`src/rtl/cmul_seq_if.sv`:
```
// cmul_seq_if: operand, result and external-multiplier signals for cmul_seq.
// The conj line exists only when CMUL_CONJ_EN is defined.
// master = operand source / result consumer / multiplier side; slave = cmul_seq.
interface cmul_seq_if #(parameter int DW = 4);
  logic                   in_valid;
  logic                   in_ready;
  logic [DW-1:0]          xr;
  logic [DW-1:0]          xi;
  logic [DW-1:0]          yr;
  logic [DW-1:0]          yi;
`ifdef CMUL_CONJ_EN
  logic                   conj;
`endif
  logic [DW-1:0]          mul_a;
  logic [DW-1:0]          mul_b;
  logic [2*DW-1:0]        mul_p;
  logic                   out_valid;
  logic                   out_ready;
  logic signed [2*DW+1:0] re;
  logic signed [2*DW+1:0] im;

  modport master (
    output in_valid, xr, xi, yr, yi, out_ready, mul_p,
    input  in_ready, out_valid, re, im, mul_a, mul_b
`ifdef CMUL_CONJ_EN
    , output conj
`endif
  );

  modport slave (
    input  in_valid, xr, xi, yr, yi, out_ready, mul_p,
    output in_ready, out_valid, re, im, mul_a, mul_b
`ifdef CMUL_CONJ_EN
    , input conj
`endif
  );
endinterface

```
`src/rtl/cmul_seq.sv`:
```
// cmul_seq: sequential complex multiply x*y (or x*conj(y) with CMUL_CONJ_EN)
// using one external DW x DW unsigned multiplier over four cycles.
// Optional feature macro: CMUL_CONJ_EN (adds the conj input).
module cmul_seq #(
  parameter int DW = 4
) (
  input  logic        clk,
  input  logic        rst_n,
  cmul_seq_if.slave   bus
);
  localparam int AW = 2*DW + 2;

  typedef enum logic [2:0] {IDLE, P0, P1, P2, P3, DONE} state_t;

  state_t               state;
  logic [DW-1:0]        xr_q, xi_q, yr_q, yi_q;
  logic signed [AW-1:0] acc_re, acc_im;
  logic signed [AW-1:0] re_q, im_q;
  logic                 in_ready_q, out_valid_q;
  logic [DW-1:0]        mul_a, mul_b;
  logic signed [AW-1:0] p_ext;
  logic                 conj_q;

`ifdef CMUL_CONJ_EN
  logic                 conj_r;
  assign conj_q = conj_r;
`else
  assign conj_q = 1'b0;
`endif

  // Unsigned product widened with two zero bits so it can be added/subtracted signed.
  function automatic logic signed [AW-1:0] zext(input logic [2*DW-1:0] p);
    return $signed({2'b00, p});
  endfunction

  assign p_ext = zext(bus.mul_p);

  // Multiplier operand decode: state and registered operands only, zero outside P0..P3.
  always_comb begin
    mul_a = '0;
    mul_b = '0;
    case (state)
      P0:      begin mul_a = xr_q; mul_b = yr_q; end
      P1:      begin mul_a = xi_q; mul_b = yi_q; end
      P2:      begin mul_a = xr_q; mul_b = yi_q; end
      P3:      begin mul_a = xi_q; mul_b = yr_q; end
      default: begin mul_a = '0;   mul_b = '0;   end
    endcase
  end

  // Control FSM with operand capture, partial-product accumulation and result hold.
  always_ff @(posedge clk or negedge rst_n) begin
    if (!rst_n) begin
      state       <= IDLE;
      xr_q        <= '0;
      xi_q        <= '0;
      yr_q        <= '0;
      yi_q        <= '0;
`ifdef CMUL_CONJ_EN
      conj_r      <= 1'b0;
`endif
      acc_re      <= '0;
      acc_im      <= '0;
      re_q        <= '0;
      im_q        <= '0;
      in_ready_q  <= 1'b1;
      out_valid_q <= 1'b0;
    end else begin
      case (state)
        IDLE: begin
          if (bus.in_valid) begin
            xr_q       <= bus.xr;
            xi_q       <= bus.xi;
            yr_q       <= bus.yr;
            yi_q       <= bus.yi;
`ifdef CMUL_CONJ_EN
            conj_r     <= bus.conj;
`endif
            acc_re     <= '0;
            acc_im     <= '0;
            in_ready_q <= 1'b0;
            state      <= P0;
          end
        end
        P0: begin
          acc_re <= acc_re + p_ext;
          state  <= P1;
        end
        P1: begin
          acc_re <= conj_q ? acc_re + p_ext : acc_re - p_ext;
          state  <= P2;
        end
        P2: begin
          acc_im <= conj_q ? acc_im - p_ext : acc_im + p_ext;
          state  <= P3;
        end
        P3: begin
          // Final partial product goes straight into the held result as well.
          acc_im      <= acc_im + p_ext;
          re_q        <= acc_re;
          im_q        <= acc_im + p_ext;
          out_valid_q <= 1'b1;
          state       <= DONE;
        end
        DONE: begin
          if (bus.out_ready) begin
            out_valid_q <= 1'b0;
            in_ready_q  <= 1'b1;
            state       <= IDLE;
          end
        end
        default: begin
          out_valid_q <= 1'b0;
          in_ready_q  <= 1'b1;
          state       <= IDLE;
        end
      endcase
    end
  end

  assign bus.mul_a     = mul_a;
  assign bus.mul_b     = mul_b;
  assign bus.in_ready  = in_ready_q;
  assign bus.out_valid = out_valid_q;
  assign bus.re        = re_q;
  assign bus.im        = im_q;
endmodule

```
`src/flat_wrapper.sv`:
```
// flat-port wrapper written by rule: the top's interface ports become plain ports
module cmul_seq_flat 
#(
  parameter int DW = 4
)
  (clk, rst_n, bus_in_valid, bus_xr, bus_xi, bus_yr, bus_yi, bus_out_ready, bus_mul_p, bus_in_ready, bus_out_valid, bus_re, bus_im, bus_mul_a, bus_mul_b);
  cmul_seq_if #(.DW(DW)) bus_i ();
  input  logic clk;
  input  logic rst_n;
  input wire logic [$bits(bus_i.in_valid)-1:0] bus_in_valid;
  input wire logic [$bits(bus_i.xr)-1:0] bus_xr;
  input wire logic [$bits(bus_i.xi)-1:0] bus_xi;
  input wire logic [$bits(bus_i.yr)-1:0] bus_yr;
  input wire logic [$bits(bus_i.yi)-1:0] bus_yi;
  input wire logic [$bits(bus_i.out_ready)-1:0] bus_out_ready;
  input wire logic [$bits(bus_i.mul_p)-1:0] bus_mul_p;
  output wire logic [$bits(bus_i.in_ready)-1:0] bus_in_ready;
  output wire logic [$bits(bus_i.out_valid)-1:0] bus_out_valid;
  output wire logic [$bits(bus_i.re)-1:0] bus_re;
  output wire logic [$bits(bus_i.im)-1:0] bus_im;
  output wire logic [$bits(bus_i.mul_a)-1:0] bus_mul_a;
  output wire logic [$bits(bus_i.mul_b)-1:0] bus_mul_b;
  assign bus_i.in_valid = bus_in_valid;
  assign bus_i.xr = bus_xr;
  assign bus_i.xi = bus_xi;
  assign bus_i.yr = bus_yr;
  assign bus_i.yi = bus_yi;
  assign bus_i.out_ready = bus_out_ready;
  assign bus_i.mul_p = bus_mul_p;
  assign bus_in_ready = bus_i.in_ready;
  assign bus_out_valid = bus_i.out_valid;
  assign bus_re = bus_i.re;
  assign bus_im = bus_i.im;
  assign bus_mul_a = bus_i.mul_a;
  assign bus_mul_b = bus_i.mul_b;
  cmul_seq #(.DW(DW)) u_core (.clk(clk), .rst_n(rst_n), .bus(bus_i));
endmodule
```
`config.mk`:
```
export PLATFORM = sky130hd
export DESIGN_NAME = cmul_seq_flat
export DESIGN_NICKNAME = d
export VERILOG_FILES = /design/src/rtl/cmul_seq_if.sv /design/src/rtl/cmul_seq.sv /design/src/flat_wrapper.sv
export SDC_FILE = /design/constraint.sdc
export NUM_CORES = 1
export LEC_CHECK = 0
export ABC_AREA = 1
export CORE_MARGIN = 2
export CORE_UTILIZATION = 58
export CTS_CLUSTER_SIZE = 12
export DETAILED_ROUTE_END_ITERATION = 8
export PLACE_DENSITY = 0.85
export SLEW_MARGIN = 20
export SYNTH_ARGS = -nofsm -noshare
export SYNTH_HDL_FRONTEND = slang
export SYNTH_SLANG_ARGS = --single-unit
```
`constraint.sdc`:
```
create_clock -name clk -period 5.7 [get_ports clk]
set_input_delay 1.425 -clock clk [delete_from_list [all_inputs] [get_ports clk]]
set_output_delay 1.425 -clock clk [all_outputs]
set_load 0.02 [all_outputs]
```
==> results of run 1 <==
-- kinds of logic after synthesis --
logic type	Yosys count
DFF	61
xor gates and xnor gates	11
buffers and inverters	53
adders and majority gates	20
and+or+nand+nor	226
AOI/OAI and AO/OA	70
-- flip-flops by register name, summed over array words and instances, names as in the netlist --
name and count:
u_core.yr_q 4, u_core.bus.in_ready 1, u_core.state 3, u_core.xi_q 4, u_core.bus.re 10, u_core.acc_re 10, u_core.acc_im 10, u_core.bus.out_valid 1
u_core.bus.im 10, u_core.yi_q 4, u_core.xr_q 4
-- through the flow --
step	power (mW)	std cells	util [%]	area [um^2]
final	2.69	582	73.5	4300
after detailed placement	2.23	566	69.5	4070
after floorplan	1.77	441	-	3450
after global placement	2.17	566	69.5	4070
after global routing	2.93	582	73.5	4300
after CTS	2.69	582	73.5	4300
-- final timing paths --
kind,from,end,slack (ns),cells after the start
worst max-delay path,u_core.state[1],bus_mul_a[1],2.04,6
worst min-delay path,u_core.yr_q[2],u_core.yr_q[2],0.48,2
worst max register to register,u_core.state[2],u_core.acc_re[5],3.25,13
worst min register to register,u_core.yr_q[2],u_core.yr_q[2],0.48,2
max in group asynchronous,rst_n,u_core.state[1],3.96,2
min in group asynchronous,rst_n,u_core.bus.re[8],1.23,2
-- final cells by class --
class | count | area share, %
Clock buffer | 11 | 3.52
Clock inverter | 5 | 1.92
Inverter | 45 | 3.95
Multi-Input combinational cell | 327 | 39.6
Sequential cell | 61 | 35.5
Tap cell | 75 | 2.18
Timing Repair Buffer | 58 | 13.3
-- synthesized netlist by cell type, drive strengths merged --
library cell	count
ha	18
buf	8
a21boi	1
dfstp	1
nor2	18
fa	2
nand2	165
o31ai	3
o211ai	1
or2	2
o21ai	39
xor2	6
o21a	1
clkinv	1
a21oi	17
xnor2	5
nand3b	2
nor3	1
nand3	36
o22ai	5
nand4	2
dfrtp	60
inv	44
a21o	3
-- cell usage in the layout (no fill, tap or decap), types with 5 or more instances in the layout --
master	synthesis	final
a21oi_1	17	17
clkbuf_8	0	11
clkdlybuf4s50_1	0	56
dfrtp_1	60	60
ha_1	18	18
inv_1	40	40
nand2_1	162	162
nand3_1	35	35
nor2_1	16	16
o21ai_0	37	37
o22ai_1	5	5
xnor2_1	5	5
xor2_1	6	6
-- layer usage --
metal	up-vias	track usage (%)	wire [um]
met4	0	13.6	196
met5	-	0	0
met1	1458	33.2	3480
met3	18	6.67	555
li1	1557	-	-
met2	128	45.1	3890
-- report_power, final --
group	switching, mW	total [mW]	internal [mW]
clock	0.177	0.447	0.270
combinational	0.897	1.46	0.567
sequential	0.136	0.776	0.641
-- critical path, cell delays in order (launching register included) --
cell,delay (ns)
dfrtp_1,0.50
inv_1,0.15
nand2_4,0.08
nor2_4,0.30
o21ai_0,0.16
nand2_1,0.09
clkdlybuf4s50_1,0.61
==> flow_metrics.py, run 1 <==
metrics = {
    "grt": {
        "grt_start_max_net_pins": 62,
        "grt_util_all_layers_pct": 27.3,
        "grt_pass1_wl_um": 13500,
        "grt_overflow_total": 0,
        "grt_antenna_before_repair": 0,
        "grt_pass1_vias": 3098,
    },
    "sta": {
        "hold_viol_final": 0,
        "slew_viol_final": 0,
        "holdWs_ns": 0.482,
        "fin_crit_sh_pct": 64.2,
        "relSlewSlack_pct": 38.8,
        "setup_slack_ns": 2.04,
        "fin_crit_ns": 3.66,
        "rsz0062_at_grt": "no",
        "finClkSkew_ns": 0.00463,
        "max_freq_mhz": 273,
        "fin_setup_tns_ns": 0,
        "setup_violations": 0,
        "tightestPinTransition_ns": 0.917,
    },
    "logic_synthesis": {
        "synth-simple-area-share_pct": 27.6,
        "synth_compound_area_share_pct": 11.3,
        "yosysTopAreaCellShare_pct": 43.5,
        "synth_nets": 489,
        "synth-xor-area-share_pct": 2.79,
        "synth_top_family_by_area": "simple AND/OR/NAND/NOR gates",
        "synthTopCellsByArea": "dfrtp_1, nand2_1, ha_1",
        "yosysTopAreaCell": "dfrtp_1",
        "synthMuxAreaShare_pct": 0,
        "synth_warnings": 0,
        "post_synth_num_cell_types": 35,
        "syn-cell-area_um2": 3450,
        "synthAdderAreaFrac_pct": 7.68,
        "syn_avg_cell_area_um2": 7.83,
        "ys_seq_elements": 61,
        "syn_inst": 441,
        "ys_seq_area_share_pct": 44.2,
    },
    "clock_network": {
        "clock-sinks": 61,
        "clkTransAtPathRegs_ns": 0.07,
        "cts_tree": "yes",
        "htreeDepth": 3,
        "post_cts.resized_instances": 0,
        "root_buffer": "clkbuf_8",
        "hold_buffers": 0,
        "numCtsBuffers": 9,
        "clk-insertion-delay-late_ns": 0.35,
        "clockBufferDepth": 2,
        "postCtsSetupBuffers": 0,
    },
    "die": {
        "rows": 28,
        "io_pins": 58,
        "die-width_um": 81.2,
        "fp.coreArea_um2": 5850,
        "dieHeight_um": 81.2,
        "dieArea_um2": 6590,
        "initial_utilization_pct": 59.0,
    },
    "detailed_routing": {
        "drtIter0Drc": 186,
        "ant_nets": 0,
        "drc": 0,
        "first_pass_iters": 5,
        "viasPerCell": 5.43,
        "post_drt_wl_per_cell_um": 14.0,
        "routed_wl_um": 8120,
        "num_vias": 3161,
    },
    "finish": {
        "final_nets": 550,
        "fillers": 446,
        "ff_latch_area_um2": 1530,
        "n_antenna_cell": 0,
        "drive_gt1_share_pct": 6.31,
        "syn_to_final_growth_pct": 24.6,
        "multi_input_area_um2": 1700,
    },
    "pwr": {
        "powerDensity_nw_per_um2": 625,
        "p_leak_nw": 2.23,
        "ir_drop_uv": 320,
    },
    "setup_path": {
        "endpoint_kind": "primary output",
        "critPathKind": "reg2out",
        "critPathMaxFanout": 16,
        "crit_path_start_kind": "register",
        "critPathRequiredTime_ns": 4.28,
        "crit_arrival_ns": 2.23,
    },
    "run": {
        "cap_violations": 0,
    },
    "placement": {
        "port-buffer-count": 57,
        "hpwl_um": 5880,
        "gp_congestion": 1.01,
        "preCtsSetupSlack_ns": 1.85,
    },
    "min_path": {
        "hp-class": "reg2reg",
    },
    "outcome": {
        "status": "finished, final reports clean",
    },
}
Power figures use the tool's default switching activity.
==> run 2: changes to the inputs <==
--- a/config.mk
+++ b/config.mk
@@ -7,10 +7,10 @@
 export LEC_CHECK = 0
 export ABC_AREA = 1
 export CORE_MARGIN = 2
-export CORE_UTILIZATION = 58
+export CORE_UTILIZATION = 53
 export CTS_CLUSTER_SIZE = 12
 export DETAILED_ROUTE_END_ITERATION = 8
-export PLACE_DENSITY = 0.85
+export PLACE_DENSITY = 0.79
 export SLEW_MARGIN = 20
 export SYNTH_ARGS = -nofsm -noshare
 export SYNTH_HDL_FRONTEND = slang
==> constraint.sdc (replaced) <==
create_clock -name clk -period 3.39 [get_ports clk]
set_input_delay 0.8475 -clock clk [delete_from_list [all_inputs] [get_ports clk]]
set_output_delay 0.8475 -clock clk [all_outputs]
set_load 0.02 [all_outputs]
==> run 2 against run 1 <==
Effect of this change: combinational power grew 68%; via count down 0.76%; worst setup slack worse by 1.7 ns; highest routed layer unchanged; sequential share of layout area rose by 0.23 points; cell count up 0.52%; cell area shrank 0.64%; clock skew is 0.0014 ns higher.
==> flow_metrics.py, run 2 (synthesis gave the netlist of run 1 again) <==
metrics = {
    "grt": {
        "grt_util_all_layers_pct": 24.2,
        "grt_pass1_wl_um": 14100,
        "grt_start_max_net_pins": 39,
        "grt_pass1_vias": 3215,
        "grt_antenna_before_repair": 0,
        "grt_overflow_total": 0,
    },
    "min_path": {
        "min_path_cells": 2,
        "hold_end": "u_core.bus.re[5]",
        "min_from": "u_core.bus.re[5]",
        "hp-class": "reg2reg",
    },
    "sta": {
        "relSlewSlack_pct": 35.3,
        "max_freq_mhz": 329,
        "finClkSkew_ns": 0.00607,
        "fin_crit_ns": 3.04,
        "setup_violations": 0,
        "tightestPinTransition_ns": 0.969,
        "rsz0062_at_grt": "no",
        "slew_viol_final": 0,
        "hold_viol_final": 0,
        "fin_setup_tns_ns": 0,
        "fin_crit_sh_pct": 89.7,
    },
    "die": {
        "dieArea_um2": 7180,
        "dieHeight_um": 84.7,
        "io_pins": 58,
        "rows": 29,
        "die-width_um": 84.7,
        "initial_utilization_pct": 54.7,
        "fp.coreArea_um2": 6310,
    },
    "clock_network": {
        "post_cts.resized_instances": 0,
        "clock-sinks": 61,
        "htreeDepth": 3,
        "clkTransAtPathRegs_ns": 0.07,
        "numCtsBuffers": 9,
        "postCtsSetupBuffers": 0,
        "root_buffer": "clkbuf_8",
        "clockBufferDepth": 2,
        "hold_buffers": 0,
        "cts_tree": "yes",
        "clk-insertion-delay-late_ns": 0.35,
    },
    "finish": {
        "ff_latch_area_um2": 1530,
        "n_antenna_cell": 0,
        "syn_to_final_growth_pct": 23.8,
        "layout_common_cells": "nand2_1, dfrtp_1, clkdlybuf4s50_1",
        "finalNonFillerCells": 585,
        "stdcell_area_um2": 4280,
        "final_nets": 551,
        "multi_input_area_um2": 1700,
        "drive_gt1_share_pct": 6.50,
        "mostFrequentLayoutCell": "nand2_1",
        "fillers": 538,
    },
    "pwr": {
        "ir_drop_uv": 566,
        "powerDensity_nw_per_um2": 1020,
        "p_leak_nw": 2.23,
    },
    "detailed_routing": {
        "post_drt_wl_per_cell_um": 13.6,
        "viasPerCell": 5.36,
        "first_pass_iters": 5,
        "num_vias": 3137,
        "routed_wl_um": 7940,
        "drtIter0Drc": 169,
        "ant_nets": 0,
        "drc": 0,
    },
    "setup_path": {
        "r2r-start": "u_core.state[2]",
        "critPathRequiredTime_ns": 2.54,
        "worst_r2r_path_depth": 13,
        "critPathMaxFanout": 16,
        "startpoint": "u_core.state[1]",
        "ff2ff_setup_slack_ns": 0.94,
        "critPathKind": "reg2out",
        "endpoint_kind": "primary output",
        "crit_path_start_kind": "register",
        "timing.rr.end": "u_core.acc_re[5]",
        "crit_arrival_ns": 2.19,
    },
    "run": {
        "cap_violations": 0,
    },
    "placement": {
        "gp_congestion": 0.964,
        "dpl.cell_count": 569,
        "placed_cell_area_um2": 4080,
        "hpwl_um": 5870,
        "port-buffer-count": 57,
    },
    "outcome": {
        "status": "finished, final reports clean",
    },
}
## run 2: cell count changes in the layout (fill, tap and decap cells not counted)
cell        before  now
clkbuf_8        11   13
bufinv_16        2    0
clkinv_2         1    3
buf_4            1    2
clkinvlp_4       3    1
## run 2: metrics by stage
| stage | utilization, % | hold WS (ns) | worst slack (ns) | total power [mW] |
|---|---|---|---|---|
| floorplan | - | 0.443 | 0.849 | 2.97 |
| detailed placement | 64.6 | 0.462 | 0.160 | 3.74 |
| CTS | 67.7 | 0.480 | 0.330 | 4.38 |
| global route | 67.7 | 0.492 | 0.145 | 4.77 |
| finish | 67.7 | 0.473 | 0.349 | 4.37 |
| global placement | 64.6 | 0.457 | 0.225 | 3.67 |
## run 2: metal layers
metal	track usage [%]	wire [um]	part of all wire, %	vias to the layer above
met2	40.8	3640	46	108
met5	0	0	0	-
met3	5.90	500	6.3	15
li1	-	-	-	1557
met4	8.95	171	2.2	0
met1	30.1	3620	46	1457
## run 2: worst max path at each step
stage	endpoint	slack, ns	cells after the start
floorplan	u_core.acc_re[9]	0.85	13
global placement	u_core.acc_re[5]	0.22	13
detailed placement	u_core.acc_re[9]	0.16	14
CTS	bus_mul_b[1]	0.33	6
global route	bus_mul_a[2]	0.15	6
finish	bus_mul_b[1]	0.35	6
## run 2: area by class of cell
class / count / share of cell area (%)
inverters: 45 / 3.98
flip-flops and latches: 61 / 35.7
multi-input cells: 327 / 39.9
clock inverters: 3 / 0.410
clock buffers: 13 / 4.18
repair buffers: 59 / 13.6
well taps: 77 / 2.25
## run 2: critical path: stages (launching register included)
cell and delay, ns:
dfrtp_1 0.50, inv_1 0.15, nand2_4 0.08, nor2_4 0.28, o21ai_0 0.15, nand2_1 0.09
clkdlybuf4s50_1 0.60
## run 2: power by group
group | internal (mW) | leakage, nW | total, mW | switching [mW]
logic | 0.952 | 1.36 | 2.45 | 1.50
registers | 1.08 | 0.765 | 1.30 | 0.222
clock network | 0.343 | 0.101 | 0.625 | 0.283
total | 2.37 | 2.23 | 4.37 | 2.00
==> run 3: changes to the inputs <==
--- a/config.mk
+++ b/config.mk
@@ -10,7 +10,7 @@
 export CORE_UTILIZATION = 53
 export CTS_CLUSTER_SIZE = 12
 export DETAILED_ROUTE_END_ITERATION = 8
-export PLACE_DENSITY = 0.79
+export PLACE_DENSITY = 0.8
 export SLEW_MARGIN = 20
 export SYNTH_ARGS = -nofsm -noshare
 export SYNTH_HDL_FRONTEND = slang
==> run 3 against run 2 <==
Effect of this change: hold slack got worse by 0.00052 ns; count of clock-buffer cells in the layout increased by 1; worst setup slack got worse by 0.071 ns; sequential share of layout area increased by 0.28 points; clock power decreased by 11%; global-route usage decreased by 1.1 points; critical path type unchanged; largest power group unchanged.
==> flow_metrics.py, run 3 (synthesis gave the netlist of run 1 again) <==
metrics = {
    "detailed_routing": {
        "post_drt_wl_per_cell_um": 13.1,
        "num_vias": 3132,
        "routed_wl_um": 7690,
        "drtIter0Drc": 176,
        "ant_nets": 0,
        "viasPerCell": 5.35,
        "first_pass_iters": 4,
        "drc": 0,
    },
    "pwr": {
        "p_sw_mw": 1.97,
        "seqPwrFrac_pct": 30.2,
        "powerDensity_nw_per_um2": 1010,
        "pwr-share-clk_pct": 13.0,
        "ir_drop_uv": 495,
        "combPwrFrac_pct": 56.8,
        "swShare_pct": 46.0,
        "power.internal_mw": 2.31,
        "p_leak_nw": 2.21,
    },
    "finish": {
        "fillers": 531,
        "syn_to_final_growth_pct": 22.8,
        "multi_input_area_um2": 1700,
        "ff_latch_area_um2": 1530,
        "drive_gt1_share_pct": 5.71,
        "final_nets": 551,
        "layout_common_cells": "nand2_1, dfrtp_1, clkdlybuf4s50_1",
        "finalNonFillerCells": 585,
        "n_antenna_cell": 0,
        "final_core_util_pct": 67.2,
        "stdcell_area_um2": 4240,
        "mostFrequentLayoutCell": "nand2_1",
    },
    "sta": {
        "finClkSkew_ns": 0.00895,
        "hold_viol_final": 0,
        "relSlewSlack_pct": 39.1,
        "fin_crit_ns": 3.11,
        "rsz0062_at_grt": "no",
        "setup_violations": 0,
        "fin_setup_tns_ns": 0,
        "fin_crit_sh_pct": 91.8,
        "max_freq_mhz": 321,
        "slew_viol_final": 0,
        "tightestPinTransition_ns": 0.912,
    },
    "clock_network": {
        "clk-insertion-delay-late_ns": 0.34,
        "clock-sinks": 61,
        "clkTransAtPathRegs_ns": 0.06,
        "post_cts.resized_instances": 0,
        "root_buffer": "clkbuf_8",
        "postCtsSetupBuffers": 0,
        "htreeDepth": 3,
        "cts_tree": "yes",
        "hold_buffers": 0,
        "clockBufferDepth": 2,
        "numCtsBuffers": 9,
    },
    "run": {
        "cap_violations": 0,
    },
    "die": {
        "rows": 29,
        "die-width_um": 84.7,
        "io_pins": 58,
        "dieArea_um2": 7180,
        "fp.coreArea_um2": 6310,
        "initial_utilization_pct": 54.7,
        "dieHeight_um": 84.7,
    },
    "grt": {
        "grt_antenna_before_repair": 0,
        "grt_pass1_wl_um": 13200,
        "grt_util_all_layers_pct": 23.1,
        "grt_overflow_total": 0,
        "grt_pass1_vias": 3027,
        "grt_start_max_net_pins": 42,
    },
    "placement": {
        "hpwl_um": 5790,
        "port-buffer-count": 57,
        "placed_cell_area_um2": 4080,
        "dpl.cell_count": 569,
        "gp_congestion": 1.00,
    },
    "setup_path": {
        "endpoint_kind": "primary output",
        "crit_chain": "inv_1 > nand2_4 > nor2_4 > o21ai_0 > nand2_1 > clkdlybuf4s50_1",
        "crit_family": "buffers and inverters",
        "crit_arrival_ns": 2.26,
        "critPathRequiredTime_ns": 2.54,
        "cp_num_buf_inv": 2,
        "critPathKind": "reg2out",
        "critPathMaxFanout": 16,
        "crit_slowest_cell": "clkdlybuf4s50_1",
        "crit_path_start_kind": "register",
        "max_stage_delay_ns": 0.61,
    },
    "min_path": {
        "hp-class": "reg2reg",
    },
    "outcome": {
        "status": "finished, final reports clean",
    },
}
[run 3: changes by cell type in the layout (fill, tap and decap cells not counted)]
| cell | previous run | this run |
|---|---|---|
| clkinvlp_4 | 1 | 0 |
| clkbuf_8 | 13 | 10 |
| clkbuf_1 | 0 | 4 |
[run 3: final timing paths]
kind	start	cells past startpoint	slack (ns)	endpoint
max	u_core.state[1]	6	0.28	bus_mul_b[0]
min	u_core.bus.re[5]	2	0.47	u_core.bus.re[5]
max reg2reg	u_core.state[2]	13	0.89	u_core.acc_re[5]
min reg2reg	u_core.bus.re[5]	2	0.47	u_core.bus.re[5]
max in group asynchronous	rst_n	2	1.96	u_core.bus.in_ready
min in group asynchronous	rst_n	1	0.63	u_core.acc_im[6]
[run 3: power by group through the flow]
stage	logic, mW	registers (mW)	clock network (mW)
global route	2.74	1.34	0.594
finish	2.43	1.30	0.556
floorplan	1.59	1.39	0
global placement	2.36	1.29	0
detailed placement	2.42	1.31	0
CTS	2.44	1.30	0.563
[run 3: layout make-up]
type	count	area share, %
Multi-Input combinational cell	327	40.2
Clock buffer	14	3.60
Tap cell	77	2.27
Inverter	45	4.01
Clock inverter	2	0.236
Sequential cell	61	36.0
Timing Repair Buffer	59	13.7
[run 3: layer usage]
metal  part of all wire, %  up-vias  GRT usage [%]
li1                      -     1561              -
met1                    45     1446           30.1
met2                    46      105           37.3
met3                   6.2       20           4.42
met4                   2.7        0           10.8
met5                     0        -              0
[run 3: per-stage QoR]
step	total power [mW]	worst slack (ns)	hold slack (ns)
after global placement	3.66	0.223	0.457
final	4.29	0.278	0.473
after floorplan	2.97	0.849	0.443
after global routing	4.68	0.140	0.495
after detailed placement	3.73	0.146	0.464
after CTS	4.30	0.252	0.477
[run 3: tightest hold or removal path, cell delays in order (launching register included)]
cell	delay [ns]
dfrtp_1	0.34
nand2_1	0.05
nand2_1	0.05
